## src/rtl/keypad_responder_if.sv

```systemverilog
// Keypad responder bundle: scanner strobe/row return plus the
// press-request handshake and status pulses.
interface keypad_responder_if;
  logic [2:0] key_col;
  logic [3:0] key_row;
  logic       req;
  logic [3:0] key_code;
  logic       ack;
  logic       err;
  logic       busy;
  logic       done;
  logic       hit;

  modport master (
    output key_col, req, key_code,
    input  key_row, ack, err, busy, done, hit
  );

  modport slave (
    input  key_col, req, key_code,
    output key_row, ack, err, busy, done, hit
  );
endinterface

```

## src/rtl/keypad_responder.sv

```systemverilog
// Emulates one keypad key press/release against a column-strobing
// scanner: holds the row line for HOLD_CYCLES, then a quiet gap.
module keypad_responder #(
  parameter int HOLD_CYCLES    = 500000,
  parameter int RELEASE_CYCLES = 500000
) (
  input logic               clk,
  input logic               rst,
  keypad_responder_if.slave kp
);

  typedef enum logic [1:0] {
    IDLE,
    PRESS,
    RELEASE
  } state_t;

  localparam logic [23:0] HOLD_LAST = 24'(HOLD_CYCLES - 1);
  localparam logic [23:0] REL_LAST  = 24'(RELEASE_CYCLES - 1);

  state_t      state;
  logic [23:0] cnt;
  logic [3:0]  code_q;
  logic [3:0]  row_q;
  logic        ack_q;
  logic        err_q;
  logic        busy_q;
  logic        done_q;
  logic        hit_q;

  function automatic logic [2:0] col_of(input logic [3:0] c);
    case (c)
      4'd1, 4'd4, 4'd7, 4'd10: col_of = 3'b001;
      4'd2, 4'd5, 4'd8, 4'd0:  col_of = 3'b010;
      4'd3, 4'd6, 4'd9, 4'd11: col_of = 3'b100;
      default:                 col_of = 3'b000;
    endcase
  endfunction

  function automatic logic [3:0] row_of(input logic [3:0] c);
    case (c)
      4'd1, 4'd2, 4'd3:         row_of = 4'b0001;
      4'd4, 4'd5, 4'd6:         row_of = 4'b0010;
      4'd7, 4'd8, 4'd9:         row_of = 4'b0100;
      4'd10, 4'd0, 4'd11:       row_of = 4'b1000;
      default:                  row_of = 4'b0000;
    endcase
  endfunction

  // On the accept edge the code is not latched yet, so use the input.
  logic [3:0] sel_code;
  logic       legal;
  logic       match;
  logic [3:0] row_next;

  assign sel_code = (state == IDLE) ? kp.key_code : code_q;
  assign legal    = kp.key_code < 4'd12;
  assign match    = kp.key_col == col_of(sel_code);
  assign row_next = match ? row_of(sel_code) : 4'b0000;

  always_ff @(posedge clk or posedge rst) begin
    if (rst) begin
      state  <= IDLE;
      cnt    <= '0;
      code_q <= '0;
      row_q  <= '0;
      ack_q  <= 1'b0;
      err_q  <= 1'b0;
      busy_q <= 1'b0;
      done_q <= 1'b0;
      hit_q  <= 1'b0;
    end else begin
      ack_q  <= 1'b0;
      err_q  <= 1'b0;
      done_q <= 1'b0;
      unique case (state)
        IDLE: begin
          row_q <= '0;
          if (kp.req && legal) begin
            state  <= PRESS;
            code_q <= kp.key_code;
            cnt    <= '0;
            ack_q  <= 1'b1;
            busy_q <= 1'b1;
            row_q  <= row_next;
            hit_q  <= match;
          end else if (kp.req) begin
            err_q <= 1'b1;
          end
        end
        PRESS: begin
          if (cnt == HOLD_LAST) begin
            state <= RELEASE;
            cnt   <= '0;
            row_q <= '0;
          end else begin
            cnt   <= cnt + 24'd1;
            row_q <= row_next;
            hit_q <= hit_q | match;
          end
        end
        RELEASE: begin
          row_q <= '0;
          if (cnt == REL_LAST) begin
            state  <= IDLE;
            cnt    <= '0;
            busy_q <= 1'b0;
            done_q <= 1'b1;
          end else begin
            cnt <= cnt + 24'd1;
          end
        end
        default: state <= IDLE;
      endcase
    end
  end

  assign kp.key_row = row_q;
  assign kp.ack     = ack_q;
  assign kp.err     = err_q;
  assign kp.busy    = busy_q;
  assign kp.done    = done_q;
  assign kp.hit     = hit_q;

endmodule
```

## src/flat_wrapper.sv

```systemverilog
// flat-port wrapper written by rule: the top's interface ports become plain ports
module keypad_responder_flat 
#(
  parameter int HOLD_CYCLES    = 500000,
  parameter int RELEASE_CYCLES = 500000
)
  (clk, rst, kp_key_col, kp_req, kp_key_code, kp_key_row, kp_ack, kp_err, kp_busy, kp_done, kp_hit);
  keypad_responder_if kp_i ();
  input logic clk;
  input logic rst;
  input wire logic [$bits(kp_i.key_col)-1:0] kp_key_col;
  input wire logic [$bits(kp_i.req)-1:0] kp_req;
  input wire logic [$bits(kp_i.key_code)-1:0] kp_key_code;
  output wire logic [$bits(kp_i.key_row)-1:0] kp_key_row;
  output wire logic [$bits(kp_i.ack)-1:0] kp_ack;
  output wire logic [$bits(kp_i.err)-1:0] kp_err;
  output wire logic [$bits(kp_i.busy)-1:0] kp_busy;
  output wire logic [$bits(kp_i.done)-1:0] kp_done;
  output wire logic [$bits(kp_i.hit)-1:0] kp_hit;
  assign kp_i.key_col = kp_key_col;
  assign kp_i.req = kp_req;
  assign kp_i.key_code = kp_key_code;
  assign kp_key_row = kp_i.key_row;
  assign kp_ack = kp_i.ack;
  assign kp_err = kp_i.err;
  assign kp_busy = kp_i.busy;
  assign kp_done = kp_i.done;
  assign kp_hit = kp_i.hit;
  keypad_responder #(.HOLD_CYCLES(HOLD_CYCLES), .RELEASE_CYCLES(RELEASE_CYCLES)) u_core (.clk(clk), .rst(rst), .kp(kp_i));
endmodule
```

## config.mk

```make
export PLATFORM = sky130hd
export DESIGN_NAME = keypad_responder_flat
export DESIGN_NICKNAME = d
export VERILOG_FILES = /design/src/rtl/keypad_responder_if.sv /design/src/rtl/keypad_responder.sv /design/src/flat_wrapper.sv
export SDC_FILE = /design/constraint.sdc
export NUM_CORES = 1
export LEC_CHECK = 0
export CORE_UTILIZATION = 45
export DETAILED_ROUTE_END_ITERATION = 16
export GPL_TIMING_DRIVEN = 1
export MAX_ROUTING_LAYER = met4
export PLACE_DENSITY = 0.65
export SYNTH_ARGS = -nofsm -noshare
export SYNTH_HDL_FRONTEND = slang
export SYNTH_SLANG_ARGS = --single-unit
```

## constraint.sdc

```tcl
create_clock -name clk -period 2.8 [get_ports clk]
set_input_delay 0.56 -clock clk [delete_from_list [all_inputs] [get_ports clk]]
set_output_delay 0.56 -clock clk [all_outputs]
set_load 0.1 [all_outputs]
```

* Yosys cells after proc, flatten, opt, wreduce, memory -nomap -nowiden
Memory sizes are Yosys's and may differ from the RTL's.
Index checks and enable logic that the tools add are counted.
** Storage, ports and cells
- Input bits :: 10
- Memories kept :: 2
- Register bits after elaboration :: 39
- Output and inout bits :: 9
- ROM bits :: 112
- Logic and storage cells :: 59
** Cells by class
- Bitwise operators :: 1
- Equality and inequality tests :: 8
- Reductions and logical operators :: 12
- $lt $le $gt $ge :: 1
- Muxes and demuxes :: 25
- Add/subtract/negate cells :: 1
** Memory list
- (name not given) :: words 16, bits a word 4, read ports 1, clocked after memory_dff 0, wr ports 0, line keypad_responder.sv:41 : case (c)
- (name not given) :: words 16, bits a word 3, read ports 1, clocked after memory_dff 0, wr ports 0, line keypad_responder.sv:32 : case (c)
** Operators by type and width (count)
- 24-bit two-way mux :: 2
- 24-bit case mux with 2 select lines :: 1
- 24-bit by 1-bit adder with 24-bit output, second input constant :: 1
- 24-bit by 19-bit == test with 1-bit output, second input constant :: 1
- 4-bit two-way mux :: 4
- 4-bit case mux with 3 select lines :: 1
- 1-bit two-way mux :: 11
- 3-bit AND reduction :: 3
- 2-bit two-way mux :: 3
- 2-bit case mux with 3 select lines :: 1
- 2-bit nonzero test :: 3
- 4-bit < comparator, second input constant :: 1
- 2-bit by 1-bit != test with 1-bit output, second input constant :: 2
- 2-bit != test, second input constant :: 2
- 1-bit case mux with 2 select lines :: 2
- 2-bit AND reduction :: 2
- 3-bit == test :: 1
- 3-bit nonzero test :: 1
- 2-bit by 1-bit == test with 1-bit output, second input constant :: 1
- 2-bit == test, second input constant :: 1
- 2-bit logical NOT :: 1
- 2-bit OR reduction :: 1
- 1-bit logical AND :: 1
- 1-bit bitwise OR :: 1

* Depth between registers and ports, before layout
An unclocked memory read counts as a cell.
- Depth after elaboration :: 7
- Gate-level depth with buffers :: 12
- Gate-level depth less buffers :: 10

* Worst setup path after synthesis
No wires, ideal clock.
- Kind :: reg2reg
- Start point :: register u_core.state[0]
- End point :: register u_core.hit_q, in the netlist u_core.kp.hit
- Clock period less this slack :: 2.534 ns
- Setup time :: 0.082 ns
- Data arrival time :: 2.452 ns
- Stages on the path, launching flop included :: 13
- Path slack :: 0.266 ns
- Data required time :: 2.718 ns
- Path buffers :: 2
- Path through :: dfrtp_1 > inv_1 > ha_1 > buf_6 > buf_8 > mux2i_4 > clkinv_2 > ha_1 > nor3_1 > nor3_2 > xnor2_2 > o32a_1 > nor3_2
** Between the ends
- Cells in the longest elaborated chain, start to end :: 7
- Elaborated cells on any way between the ends :: 13
- Classes of those cells :: eq/ne: 4; mux: 4; bitwise: 1; reduce/logical: 3; memory: 1
** Ends and longest elaborated chain
- start: declaration :: line keypad_responder.sv:21 : state_t state;
- start signal: assignment :: line keypad_responder.sv:63 : state <= IDLE;
- start signal: assignment :: line keypad_responder.sv:80 : state <= PRESS;
- start signal: assignment :: line keypad_responder.sv:93 : state <= RELEASE;
- 2-bit logical NOT :: line keypad_responder.sv:56, keypad_responder.sv:76
- 4-bit two-way mux :: line keypad_responder.sv:56 : assign sel_code = (state == IDLE) ? kp.key_code : code_q;
- memory read 16 x 3 bit
- 3-bit == test :: line keypad_responder.sv:58 : assign match = kp.key_col == col_of(sel_code);
- 1-bit bitwise OR :: line keypad_responder.sv:99 : hit_q <= hit_q | match;
- 1-bit two-way mux :: line keypad_responder.sv:92 : if (cnt == HOLD_LAST) begin
- 1-bit case mux with 2 select lines :: line keypad_responder.sv:76 : unique case (state)
- end signal: assignment :: line keypad_responder.sv:86 : hit_q <= match;
- end signal: assignment :: line keypad_responder.sv:99
- end: declaration :: line keypad_responder.sv:29 : logic hit_q;
Parallel ways exist; a longest one is shown, timed or not. The select of a mux whose other input is x is not followed.
A chain may end at the register's enable or synchronous reset.

* Worst setup path in the final report
- Start point :: register u_core.state[1]
- End point :: register u_core.row_q[3], in the netlist u_core.kp.key_row[3]
** Between the ends
- Cells in the longest elaborated chain, start to end :: 7
- Elaborated cells on any way between the ends :: 12
- Classes of those cells :: eq/ne: 3; mux: 5; reduce/logical: 2; memory: 2
** Ends and longest elaborated chain
- 2-bit logical NOT :: line keypad_responder.sv:56, keypad_responder.sv:76
- 4-bit two-way mux :: line keypad_responder.sv:56
- memory read 16 x 3 bit
- 3-bit == test :: line keypad_responder.sv:58
- 4-bit two-way mux :: line keypad_responder.sv:59 : assign row_next = match ? row_of(sel_code) : 4'b0000;
- 4-bit two-way mux (on tied branches) :: line keypad_responder.sv:92, keypad_responder.sv:79
- 4-bit case mux with 3 select lines :: line keypad_responder.sv:76
- end signal: assignment :: line keypad_responder.sv:85 : row_q <= row_next;
- end signal: assignment :: line keypad_responder.sv:98 : row_q <= row_next;
- end: declaration :: line keypad_responder.sv:24 : logic [3:0] row_q;
Parallel ways exist; a longest one is shown, timed or not.

==> run_results.csv <==
group,metric,value,unit
clock_tree,cts_sinks,39,
cells_and_area,layout-area-overhead-vs-synth,17.1,%
worst_setup_path,worstPathArrival,2900,ps
clock_tree,ctsHoldBuffers,0,
global_route,grt_first_pass_wirelength,7350,um
die,die_height,72.9,um
clock_tree,tritoncts.num_buffers,5,
die,dieWidth,72.9,um
sta,rsz0062_at_grt,"false",
drt,drc_errors,0,
power,worst_ir_drop_vdd,504,uV
power,p_clk_share,22.3,%
hold_path,timing.hold.worst.start,"u_core.kp.key_row[0]",
worst_setup_path,crit_path_start_kind,"flop",
yosys,synth_cells,224,
yosys,yosysWarningCount,0,
flow_run,timing.max_cap.violations,0,
clock_tree,clock_insertion_delay_worst_skew,300,ps
yosys,most_common_cell_in_the_synthesized_netlist,"sky130_fd_sc_hd__dfrtp_1",
global_route,grt_usage,18.8,%
worst_setup_path,crit_start,"u_core.state[1]",
drt,highest_layer,"met4",
sta,hold_violations,0,
die,pin_count,19,
sta,top_achievable_clock_speed,376,MHz
power,leakagePower,1.16,nW
global_route,grt_overflow_total,0,
sta,period_share,95.0,%
power,switching_share,39.0,%
yosys,share_of_synthesized_registers_carrying_an_async_set_or_reset,100,%
sta,fin_skew,9.04,ps
cells_and_area,post_layout_nonfiller_instances,322,
power,sequentialPowerShare,32.1,%
yosys,mappedNetlistNets,240,
worst_setup_path,rr_endpoint,"u_core.kp.key_row[3]",
worst_setup_path,worst_path_required,3040,ps
drt,routedWlPerCell,13.2,um
worst_setup_path,cp-endpoint,"u_core.kp.key_row[3]",
cells_and_area,post_route_cells_drive_above_1_share,19.2,%
drt,drt-met1-wl,2190,um
global_route,first_global_vias,1601,
yosys,synth-seq-area-share,43.1,%
clock_tree,post_cts_resize_count,0,
die,die_area,0.00531,mm^2
drt,drt_pre_antenna_iters,4,
die,core_footprint,0.00479,mm^2
placed_design,gp_routability_congestion,0.844,
sta,maxSlewViolCount,0,
yosys,synth.ff_latch_count,39,
power,report.power.total,2.11,mW
sta,setup-tns-final,0,ps
yosys,synthTopCellsByCount,"sky130_fd_sc_hd__dfrtp_1 (39), sky130_fd_sc_hd__nor2_1 (31), sky130_fd_sc_hd__nand2_1 (16), sky130_fd_sc_hd__inv_1 (10), sky130_fd_sc_hd__xor2_1 (10)",
global_route,antenna_found_initial,0,
cells_and_area,final_stage_net_count,270,
yosys,netlist-cell-type-count,55,
power,p_comb_share,45.5,%
clock_tree,clock-root-buffer,"sky130_fd_sc_hd__clkbuf_8",
sta,min_period,2660,ps
status,run_status,"finished, final reports clean",
worst_setup_path,critical_path.endpoint_type,"flop",
yosys,synth_top_area_cell,"sky130_fd_sc_hd__dfrtp_1",
sta,timing.max_slew.rel_slack,67.6,%
clock_tree,max-clock-path-buffers,2,
die,placement_rows,25,
drt,met2WireLength,1860,um
worst_setup_path,maximum_fanout_along_the_worst_path,12,
power,internal_power,1.29,mW
drt,via_count,1679,
yosys,synth_top_flop_cell,"sky130_fd_sc_hd__dfrtp_1",
drt,post_drt_via_cell_ratio,5.21,
clock_tree,cts_tree,"done",
placed_design,place.port_buffers,18,
worst_setup_path,reg2reg_from,"u_core.state[1]",
yosys,postSynthAreaPerCell,10.1,um^2
clock_tree,clk_transition_reported_paths,80,ps
hold_path,holdCritPathClass,"reg -> reg",
placed_design,dp.final_hpwl,3060,um
global_route,grt_max_degree,40,
drt,detailedRoute.firstIterationViolations,87,
placed_design,post-place-cells,314,
worst_setup_path,crit_type,"reg -> reg",
sta,setup_viol,0,
power,power.density_cell_area,798,mW/mm^2
clock_tree,post_cts.repair.setup_buffers,0,
power,p_sw,826,uW
yosys,synth_edf_count,0,
drt,met3_wirelength,114,um
worst_setup_path,reg2reg_depth,9,
yosys,yosys-top-cells-area,"sky130_fd_sc_hd__dfrtp_1 (43%), sky130_fd_sc_hd__nor2_1 (5.1%), sky130_fd_sc_hd__xor2_1 (3.9%), sky130_fd_sc_hd__xnor2_1 (3.5%), sky130_fd_sc_hd__ha_1 (3.3%)",
yosys,post_synth_instance_area,0.00226,mm^2
yosys,synth_largest_type_area_fraction,43.1,%
cells_and_area,antenna-diode-count,0,
clock_tree,htree_levels,2,
drt,drtAntennaViolNets,0,
drt,wl,4240,um
worst_setup_path,ff2ff_setup_slack,140,ps
sta,worst_margin_pin_slew,486,ps
die,floorplan.initialDensity,47.3,%
-- cell usage in the layout (no fill, tap or decap), types with 2 or more instances in the layout --
master,n
sky130_fd_sc_hd__a32o_1,3
sky130_fd_sc_hd__mux2i_1,2
sky130_fd_sc_hd__mux2_2,4
sky130_fd_sc_hd__a21oi_1,7
sky130_fd_sc_hd__o21ai_0,8
sky130_fd_sc_hd__dfrtp_1,39
sky130_fd_sc_hd__clkbuf_8,5
sky130_fd_sc_hd__nand4_1,7
sky130_fd_sc_hd__ha_1,6
sky130_fd_sc_hd__o311a_1,2
sky130_fd_sc_hd__nor3_1,9
sky130_fd_sc_hd__nor4_1,3
sky130_fd_sc_hd__clkinv_2,2
sky130_fd_sc_hd__and4_1,4
sky130_fd_sc_hd__and3_1,2
sky130_fd_sc_hd__inv_1,10
sky130_fd_sc_hd__nand3_1,7
sky130_fd_sc_hd__xor2_1,10
sky130_fd_sc_hd__mux2_4,2
sky130_fd_sc_hd__nor3_2,2
sky130_fd_sc_hd__buf_4,19
sky130_fd_sc_hd__o31ai_1,3
sky130_fd_sc_hd__nand2_1,16
sky130_fd_sc_hd__clkdlybuf4s50_1,9
sky130_fd_sc_hd__nor2_1,31
sky130_fd_sc_hd__nand2b_1,2
sky130_fd_sc_hd__xnor2_1,9
sky130_fd_sc_hd__and2_1,3
sky130_fd_sc_hd__mux2i_4,2
sky130_fd_sc_hd__xnor2_2,2
-- power groups by stage --
stage / clock network [mW] / logic (mW) / registers [mW]
3_3_place_gp: 0 / 0.965 / 0.688
2_1_floorplan: 0 / 0.677 / 0.775
6_report: 0.472 / 0.963 / 0.679
5_1_grt: 0.516 / 1.05 / 0.690
3_5_place_dp: 0 / 0.964 / 0.690
4_1_cts: 0.488 / 0.966 / 0.679
-- per-layer routing --
layer,GRT usage (%),up-vias
li1,-,858
met1,24.4,789
met5,-,-
met4,8.28,0
met2,28.3,24
met3,4.14,8
-- stage by stage --
stage          setup slack [ps]  util (%)  instance area, um^2  hold WS (ps)
2_1_floorplan               266         -                 2260           470
3_3_place_gp                157      53.0                 2540           486
3_5_place_dp                143      53.0                 2540           490
4_1_cts                     153      55.3                 2650           512
5_1_grt                    11.6      55.3                 2650           537
6_report                    139      55.3                 2650           506
-- worst max-delay path, stage by stage, from the launching register on --
cell and delay (ps):
sky130_fd_sc_hd__dfrtp_1 410, sky130_fd_sc_hd__inv_1 90, sky130_fd_sc_hd__ha_1 330, sky130_fd_sc_hd__buf_4 260, sky130_fd_sc_hd__mux2_4 370, sky130_fd_sc_hd__nor4_2 330
sky130_fd_sc_hd__nor3_2 100, sky130_fd_sc_hd__xnor2_2 170, sky130_fd_sc_hd__nor4_4 310, sky130_fd_sc_hd__a32o_1 220
-- logic make-up after synthesis --
logic type,share of synthesized area [%]
xor+xnor,8.79
simple gates,23.4
fa+ha+maj,3.32
compound gates,11.2
flops,43.1
buf+inv,3.93
mux,6.19
-- cell type report --
cell class                 count  area (um^2)
inverter                      12         46.3
clock buffer                   5         68.8
clock inverter                 3         43.8
multi-input combinational    168         1200
sequential                    39          976
tap                           67         83.8
timing repair buffer          28          233
fill                         431         2140
-- flip-flops by register name (all words and copies together), names as in the netlist --
register           count
u_core.cnt            24
u_core.code_q          4
u_core.kp.ack          1
u_core.kp.busy         1
u_core.kp.done         1
u_core.kp.err          1
u_core.kp.hit          1
u_core.kp.key_row      4
u_core.state           2
-- how the worst min path moves through the flow --
stage          slack, ps              endpoint  depth (start not counted)
4_1_cts              510  u_core.kp.key_row[0]                          1
3_5_place_dp         490  u_core.kp.key_row[0]                          1
3_3_place_gp         490  u_core.kp.key_row[0]                          1
6_report             510  u_core.kp.key_row[0]                          1
5_1_grt              540  u_core.kp.key_row[0]                          1
2_1_floorplan        470         u_core.cnt[4]                          1
No activity file was read; power rests on OpenSTA's default activity.
